File: config.mk
export PLATFORM = sky130hd
export DESIGN_NAME = ddr_port_arbiter
export DESIGN_NICKNAME = d
export VERILOG_FILES = /design/src/rtl/ddr_port_arbiter.sv
export SDC_FILE = /design/constraint.sdc
export NUM_CORES = 1
export LEC_CHECK = 0
export ABC_AREA = 1
export CAP_MARGIN = 20
export CORE_AREA = 2 2 232 234
export DETAILED_ROUTE_END_ITERATION = 8
export DIE_AREA = 0 0 234 236
export SLEW_MARGIN = 30
export SYNTH_ARGS = -nofsm -noshare
export SYNTH_HDL_FRONTEND = slang
export SYNTH_SLANG_ARGS = --single-unit
File: constraint.sdc
create_clock -name clkddr -period 6.1 [get_ports clkddr]
set_input_delay 1.22 -clock clkddr [delete_from_list [all_inputs] [get_ports clkddr]]
set_output_delay 1.22 -clock clkddr [all_outputs]
set_load 0.1 [all_outputs]
File: src/rtl/ddr_port_arbiter.sv
// Arbitrates exclusive ownership of the single DDR3 port among NUM_REQ bus masters.
// Requester 0 has fixed priority; the rest rotate. Ownership is held until every issued read beat has returned.
module ddr_port_arbiter #(
  parameter int NUM_REQ = 3,
  parameter int CNT_W   = 10
) (
  input  logic                   clkddr,
  input  logic                   reset,
  input  logic [NUM_REQ-1:0]     req_acquire,
  input  logic [NUM_REQ-1:0]     req_read,
  input  logic [NUM_REQ-1:0]     req_write,
  input  logic [NUM_REQ*29-1:0]  req_addr,
  input  logic [NUM_REQ*8-1:0]   req_burstcnt,
  input  logic [NUM_REQ*64-1:0]  req_wdata,
  input  logic [NUM_REQ*8-1:0]   req_byteenable,
  output logic [NUM_REQ-1:0]     req_busy,
  output logic [NUM_REQ-1:0]     req_rdata_ready,
  output logic [63:0]            req_rdata,
  output logic [NUM_REQ-1:0]     grant,
  output logic                   ddr_read,
  output logic                   ddr_write,
  output logic [28:0]            ddr_addr,
  output logic [7:0]             ddr_burstcnt,
  output logic [63:0]            ddr_wdata,
  output logic [7:0]             ddr_byteenable,
  input  logic                   ddr_busy,
  input  logic                   ddr_rdata_ready,
  input  logic [63:0]            ddr_rdata
);

  localparam int IDX_W = (NUM_REQ > 1) ? $clog2(NUM_REQ) : 1;
  localparam int RR_N  = (NUM_REQ > 1) ? NUM_REQ - 1 : 1;

  typedef enum logic [1:0] {
    IDLE,
    OWNED,
    DRAIN
  } state_t;

  state_t             state;
  state_t             state_next;
  logic [IDX_W-1:0]   owner;
  logic [IDX_W-1:0]   winner;
  logic [IDX_W-1:0]   rr_ptr;
  logic [IDX_W-1:0]   rr_next;
  logic [CNT_W-1:0]   outstanding;
  logic [CNT_W-1:0]   outstanding_next;
  logic               any_acquire;
  logic               owner_acquire;
  logic               read_accept;
  logic               beat_valid;
  logic               found;
  int                 k;

  assign any_acquire   = |req_acquire;
  assign owner_acquire = req_acquire[owner];
  assign read_accept   = ddr_read && !ddr_busy;
  // Beats with nothing outstanding are dropped so the counter can never underflow.
  assign beat_valid    = ddr_rdata_ready && (outstanding != '0) && (state != IDLE);
  assign req_rdata     = ddr_rdata;

  always_comb begin
    outstanding_next = outstanding;
    if (read_accept) begin
      outstanding_next = outstanding_next + CNT_W'(ddr_burstcnt);
    end
    if (beat_valid) begin
      outstanding_next = outstanding_next - CNT_W'(1);
    end
  end

  // Requester 0 always wins; otherwise scan 1..NUM_REQ-1 starting from rr_ptr.
  always_comb begin
    winner  = '0;
    rr_next = rr_ptr;
    found   = 1'b0;
    k       = 0;
    if (!req_acquire[0]) begin
      for (int j = 0; j < NUM_REQ - 1; j++) begin
        k = ((int'(rr_ptr) - 1 + j) % RR_N) + 1;
        if (!found && req_acquire[k]) begin
          found   = 1'b1;
          winner  = IDX_W'(k);
          rr_next = (k == NUM_REQ - 1) ? IDX_W'(1) : IDX_W'(k + 1);
        end
      end
    end
  end

  always_ff @(posedge clkddr) begin
    if (reset) begin
      state <= IDLE;
    end else begin
      state <= state_next;
    end
  end

  always_comb begin
    state_next = state;
    case (state)
      IDLE:    if (any_acquire)        state_next = OWNED;
      OWNED:   if (!owner_acquire)     state_next = DRAIN;
      DRAIN:   if (outstanding == '0)  state_next = IDLE;
      default:                         state_next = IDLE;
    endcase
  end

  always_ff @(posedge clkddr) begin
    if (reset) begin
      grant       <= '0;
      owner       <= '0;
      outstanding <= '0;
      rr_ptr      <= IDX_W'(1);
    end else begin
      outstanding <= outstanding_next;
      if (state == IDLE && any_acquire) begin
        owner <= winner;
        grant <= NUM_REQ'(1) << winner;
        if (!req_acquire[0]) begin
          rr_ptr <= rr_next;
        end
      end
      if (state == DRAIN && outstanding == '0) begin
        grant <= '0;
      end
    end
  end

  // Only the owner in OWNED drives the port; reset forces the quiet values regardless of state.
  always_comb begin
    ddr_read        = 1'b0;
    ddr_write       = 1'b0;
    ddr_addr        = '0;
    ddr_burstcnt    = '0;
    ddr_wdata       = '0;
    ddr_byteenable  = 8'hff;
    req_busy        = '1;
    req_rdata_ready = '0;
    if (!reset) begin
      if (state == OWNED) begin
        ddr_read       = req_read[owner];
        ddr_write      = req_write[owner];
        ddr_addr       = req_addr[int'(owner)*29 +: 29];
        ddr_burstcnt   = req_burstcnt[int'(owner)*8 +: 8];
        ddr_wdata      = req_wdata[int'(owner)*64 +: 64];
        ddr_byteenable = req_byteenable[int'(owner)*8 +: 8];
      end
      for (int i = 0; i < NUM_REQ; i++) begin
        if (grant[i]) begin
          req_busy[i]        = ddr_busy;
          req_rdata_ready[i] = beat_valid;
        end
      end
    end
  end

endmodule

# Word level (Yosys, flattened, before mapping)
# Cells that the tools add are included.
[totals] register_bits=19 out_inout_bits=184 elab_cells=96
[classes] addsub=8 mul=1 n_lt_le_gt_ge=3 n_eq_ne=7 n_shift=5 n_mux=47 bitwise_logic=3 n_reduce_logical=17
[op_table] operator="variable part select 192 x 9 -> 64 bit" count=1
[op_table] operator="two-way mux 64 bit" count=2
[op_table] operator="variable part select 87 x 8 -> 29 bit" count=1
[op_table] operator="two-way mux 29 bit" count=2
[op_table] operator="variable part select 24 x 6 -> 8 bit" count=2
[op_table] operator="two-way mux 8 bit" count=4
[op_table] operator="two-way mux 10 bit" count=2
[op_table] operator="two-way mux 2 bit" count=10
[op_table] operator="two-way mux 1 bit" count=19
[op_table] operator="adder 10 x 8 -> 10 bit" count=1
[op_table] operator="binary-select mux 1 bit (select 2 bit)" count=5
[op_table] operator="zero test 10 bit" count=1
[op_table] operator="nonzero test 10 bit" count=1
[op_table] operator="subtractor 10 x 1 -> 10 bit, second input constant" count=1
[op_table] operator="less-than comparator 3 x 4 -> 1 bit, second input constant" count=2
[op_table] operator="multiplier 2 x 5 -> 7 bit, second input constant" count=1
[op_table] operator="adder 2 x 2 -> 3 bit, second input constant" count=2
[op_table] operator="== test 3 bit, second input constant" count=2
[op_table] operator="logical AND 1 bit" count=6
[op_table] operator="two-way mux 3 bit" count=2
[op_table] operator="inequality test 2 bit, second input constant" count=3
[op_table] operator="one-hot mux 2 bit (3 select lines)" count=1
[op_table] operator="AND reduction 3 bit" count=2
[op_table] operator="adder 2 bit, second input constant" count=2
[op_table] operator="other kinds (13)" count=16

# Logic depth before layout (Yosys ltp)
[depth] word_depth=13 ltp_mapped=22 depth_no_buf=20

# Worst setup path before layout
# No wires, ideal clock.
[synth_path] path_kind="input-to-reg" start="input reset" end="register outstanding[8]" setup_time_ps=115 t_arrival_ps=4935 required_time_ps=5985 slack_ps=1050 stages=16 cell_sequence="nor2_2 -> inv_1 -> clkbuf_1 -> clkbuf_1 -> nor2_1 -> ha_1 -> fa_1 -> inv_1 -> nand4_1 -> nand2_1 -> ha_1 -> nand3_1 -> nor2_2 -> nand4_1 -> nand2_1 -> nor2_1"
[synth_via] elab_chain_len=5
[synth_lines] element="from (decl)" line="8" source="input logic reset,"
[synth_lines] element="two-way mux 8 bit (*)" line="139" source="if (!reset) begin"
[synth_lines] element="via ddr_burstcnt[0]" line="23" source="output logic [7:0] ddr_burstcnt,"
[synth_lines] element="adder 10 x 8 -> 10 bit (*)" line="65" source="outstanding_next = outstanding_next + CNT_W'(ddr_burstcnt);"
[synth_lines] element="two-way mux 10 bit (*)" line="64" source="if (read_accept) begin"
[synth_lines] element="subtractor 10 x 1 -> 10 bit" line="68" source="outstanding_next = outstanding_next - CNT_W'(1);"
[synth_lines] element="two-way mux 10 bit (*)" line="67" source="if (beat_valid) begin"
[synth_lines] element="to (signal assigned)" line="115" source="outstanding <= outstanding_next;"
[synth_lines] element="to (decl)" line="46" source="logic [CNT_W-1:0] outstanding;"
# The timed path passes the listed nets; every way through them passes the cells marked *.
# A chain may end at the register's enable or synchronous reset.

# Worst setup path after layout
[layout_path] start="input reset" end="output req_rdata_ready[0]"
[layout_via] elab_chain_len=1
[layout_lines] element="two-way mux 3 bit" line="139"
[layout_lines] element="to (decl)" line="17" source="output logic [NUM_REQ-1:0] req_rdata_ready,"
# Every way passes these cells.

==> metrics.txt <==
final hold violations=0; final hold slack=~0.5 ns; CTS resizes=0; RSZ-0062 raised after global routing=no; clk_lat worst skew=0.25 ns; RePlAce Congestion=0.893; Crit Path Category=primary input to output pin; Slew Viols, Final=0; Syn Inst Count=836; part of the cycle the worst path needs=80.3%; Mean Syn Cell Area=~5.5 um2; detailed-placement wirelength estimate=26900 um; DR iter-0 viols=361; die height=between 200 and 250 um; CTS Hold Buffers Added=0; # fillers=6058; Worst EP required=4.88 ns; Final Setup Violations=0; post-route ant nets=0; I/O Pins=588; clk slew on worst S/H paths=~0.050 ns; Area Overhead vs Synth=101%; CTS buffer count=3; fmax=0.204 GHz; setup_tns=0 ns; setup repair bufs after CTS=0; Max-slew headroom=34.3%; first-pass GRT wire length=44700 um; Yosys Warn Count=0; global route total overflow=0; GRT Total Usage=10.7%; Via Count=7204; area of the mapped netlist=about 4600 um2; Starting Density=8.74%; DRC violation count after routing=0; antenna cells=0; vias in the first global route=7090; floorplan row count=85; Core ar.=roughly 53000 um2; worst slew pin tran=0.983 ns; sequential element share of the synthesized area=roughly 8.2%; Clock H-tree levels=1; clock sink total=19; Vias/cell=3.83; fin nets=around 1.6k; run status=finished, final reports clean; number of distinct library cells after synthesis=31; largest net degree at the start of global routing=77; Critical Path Sink Type=output pin; synthesized flop and latch total=19; detailed-route wire length=32500 um; initial antenna violation count=3; Mapped Nets=between 1k and 1.5k; CP startpoint kind=primary input; share of layout cells above drive strength 1=12.2%; min cycle time layout=a little under 5 ns; Root Buffer Master=clkbuf_16; worst-path fanout max=14; maxcap violations=0; maximum vdd drop=about 0.14 mV; routed len/inst=between 15 and 20 um; Port Buffer Count=459; die area=between 50000 and 60000 um2; Hold WC Path Type=register to register; TritonCTS clock tree=yes; static leakage=roughly 0.004 uW; clk buf depth=2; 1st-pass router iterations=5; Crit path arrival time=3.68 ns; pwr/cell area=between 200 and 250 nW/um2; die width=234 um; Max Clock Skew=0.00267 ns
[metrics by stage]
stage | instance area (um2) | total power, uW | cells | worst slack (ns) | util, %
2_1_floorplan | 4640 | 1440 | 836 | 1.05 | -
3_3_place_gp | 9220 | 1760 | 1876 | 1.24 | 17.4
3_5_place_dp | 9220 | 1780 | 1876 | 1.14 | 17.4
4_1_cts | 9300 | 1920 | 1880 | 1.18 | 17.5
5_1_grt | 9300 | 2020 | 1880 | 0.987 | 17.5
6_report | 9300 | 1900 | 1880 | 1.20 | 17.5
[worst max-delay path, stage by stage]
cell	delay, ns
clkdlybuf4s50_1	0.62
inv_1	0.45
nand2_1	0.09
nor2_1	0.14
clkdlybuf4s50_1	1.16
[path summary, 6_finish.rpt]
| kind | from | endpoint | slack, ns | cells past startpoint |
|---|---|---|---|---|
| setup / recovery | reset | req_rdata_ready[0] | 1.20 | 5 |
| hold reg to reg | grant[2]$_SDFFE_PP0P_ | grant[2]$_SDFFE_PP0P_ | 0.51 | 2 |
| setup reg to reg | owner[0]$_SDFFE_PP0P_ | outstanding[8]$_SDFF_PP0_ | 2.20 | 15 |
| hold / removal | grant[2]$_SDFFE_PP0P_ | grant[2]$_SDFFE_PP0P_ | 0.51 | 2 |
[cell usage after synthesis, drive strengths merged]
master	n	share of area [%]
a211oi	1	0.16
a21oi	25	2.7
a22oi	1	0.16
a2bb2oi	102	19
a31oi	2	0.27
buf	66	11
clkbuf	61	4.9
clkinv	1	0.081
dfxtp	19	8.2
fa	1	0.43
ha	9	2.4
inv	48	3.9
nand2	85	7.0
nand3	25	3.1
nand3b	1	0.16
nand4	8	1.1
nor2	249	21
o2111ai	1	0.19
o211ai	1	0.16
o21ai	126	14
o221ai	1	0.19
o31ai	1	0.16
xor2	2	0.38
[logic make-up (layout without fill, tap and decap cells)]
kind of cell,count (synthesis),count (layout),share of synthesized area [%]
DFF,19,19,8.21
AOI/OAI and AO/OA,261,261,37.0
buffers and inverters,176,524,19.6
xor gates and xnor gates,2,2,0.378
and+or+nand+nor,368,368,32.0
adders and majority gates,10,10,2.86
[cell usage in the layout (no fill, tap or decap)]
cell type	netlist	final
clkdlybuf4s50_1	0	348
dfxtp_1	19	18
xor2_1	2	2
o21ai_2	1	1
inv_2	3	1
buf_12	0	1
o31ai_1	1	1
nand2_1	83	83
nand4_1	8	8
fa_1	1	1
a211oi_1	1	1
nand3_2	4	4
a22oi_1	1	1
nand2_2	2	2
clkinv_1	1	1
nor2_1	242	242
inv_4	0	3
clkbuf_1	61	1
o2111ai_1	1	1
a2bb2oi_1	102	102
nand3_1	21	21
nor2_2	6	5
a31oi_1	2	2
a21oi_1	25	25
nor2_4	1	2
o21ai_0	125	125
clkbuf_16	0	3
dfxtp_4	0	1
buf_4	64	122
ha_1	9	9
o211ai_1	1	1
nand3b_1	1	1
inv_1	45	44
o221ai_1	1	1
[sequential cells by signal, summed over array words and instances (netlist names)]
register     count
state            2
grant            3
owner            2
outstanding     10
rr_ptr           2
[final cells by class]
class | instances | area (um2) | area share [%]
tap | 696 | 871 | 9.37
timing repair buffer | 471 | 4420 | 47.5
clock buffer | 4 | 78.8 | 0.848
multi-input combinational | 641 | 3350 | 36.1
inverter | 49 | 191 | 2.06
sequential | 19 | 384 | 4.13
[power by group]
group          leakage [uW]  internal [uW]  switching (uW)
sequential         0.000156            156            39.4
clock             0.0000382           88.9            45.6
combinational       0.00372            513            1060
total               0.00391            758            1140
[routing by layer]
| metal | part of all wire [%] | wire length [um] | track usage [%] |
|---|---|---|---|
| met5 | 0.031 | 10 | 0 |
| met4 | 2.3 | 741 | 2.36 |
| met3 | 8.3 | 2690 | 2.27 |
| met2 | 50 | 16400 | 20.0 |
| met1 | 39 | 12700 | 12.3 |
(Power assumes the default switching activity.)
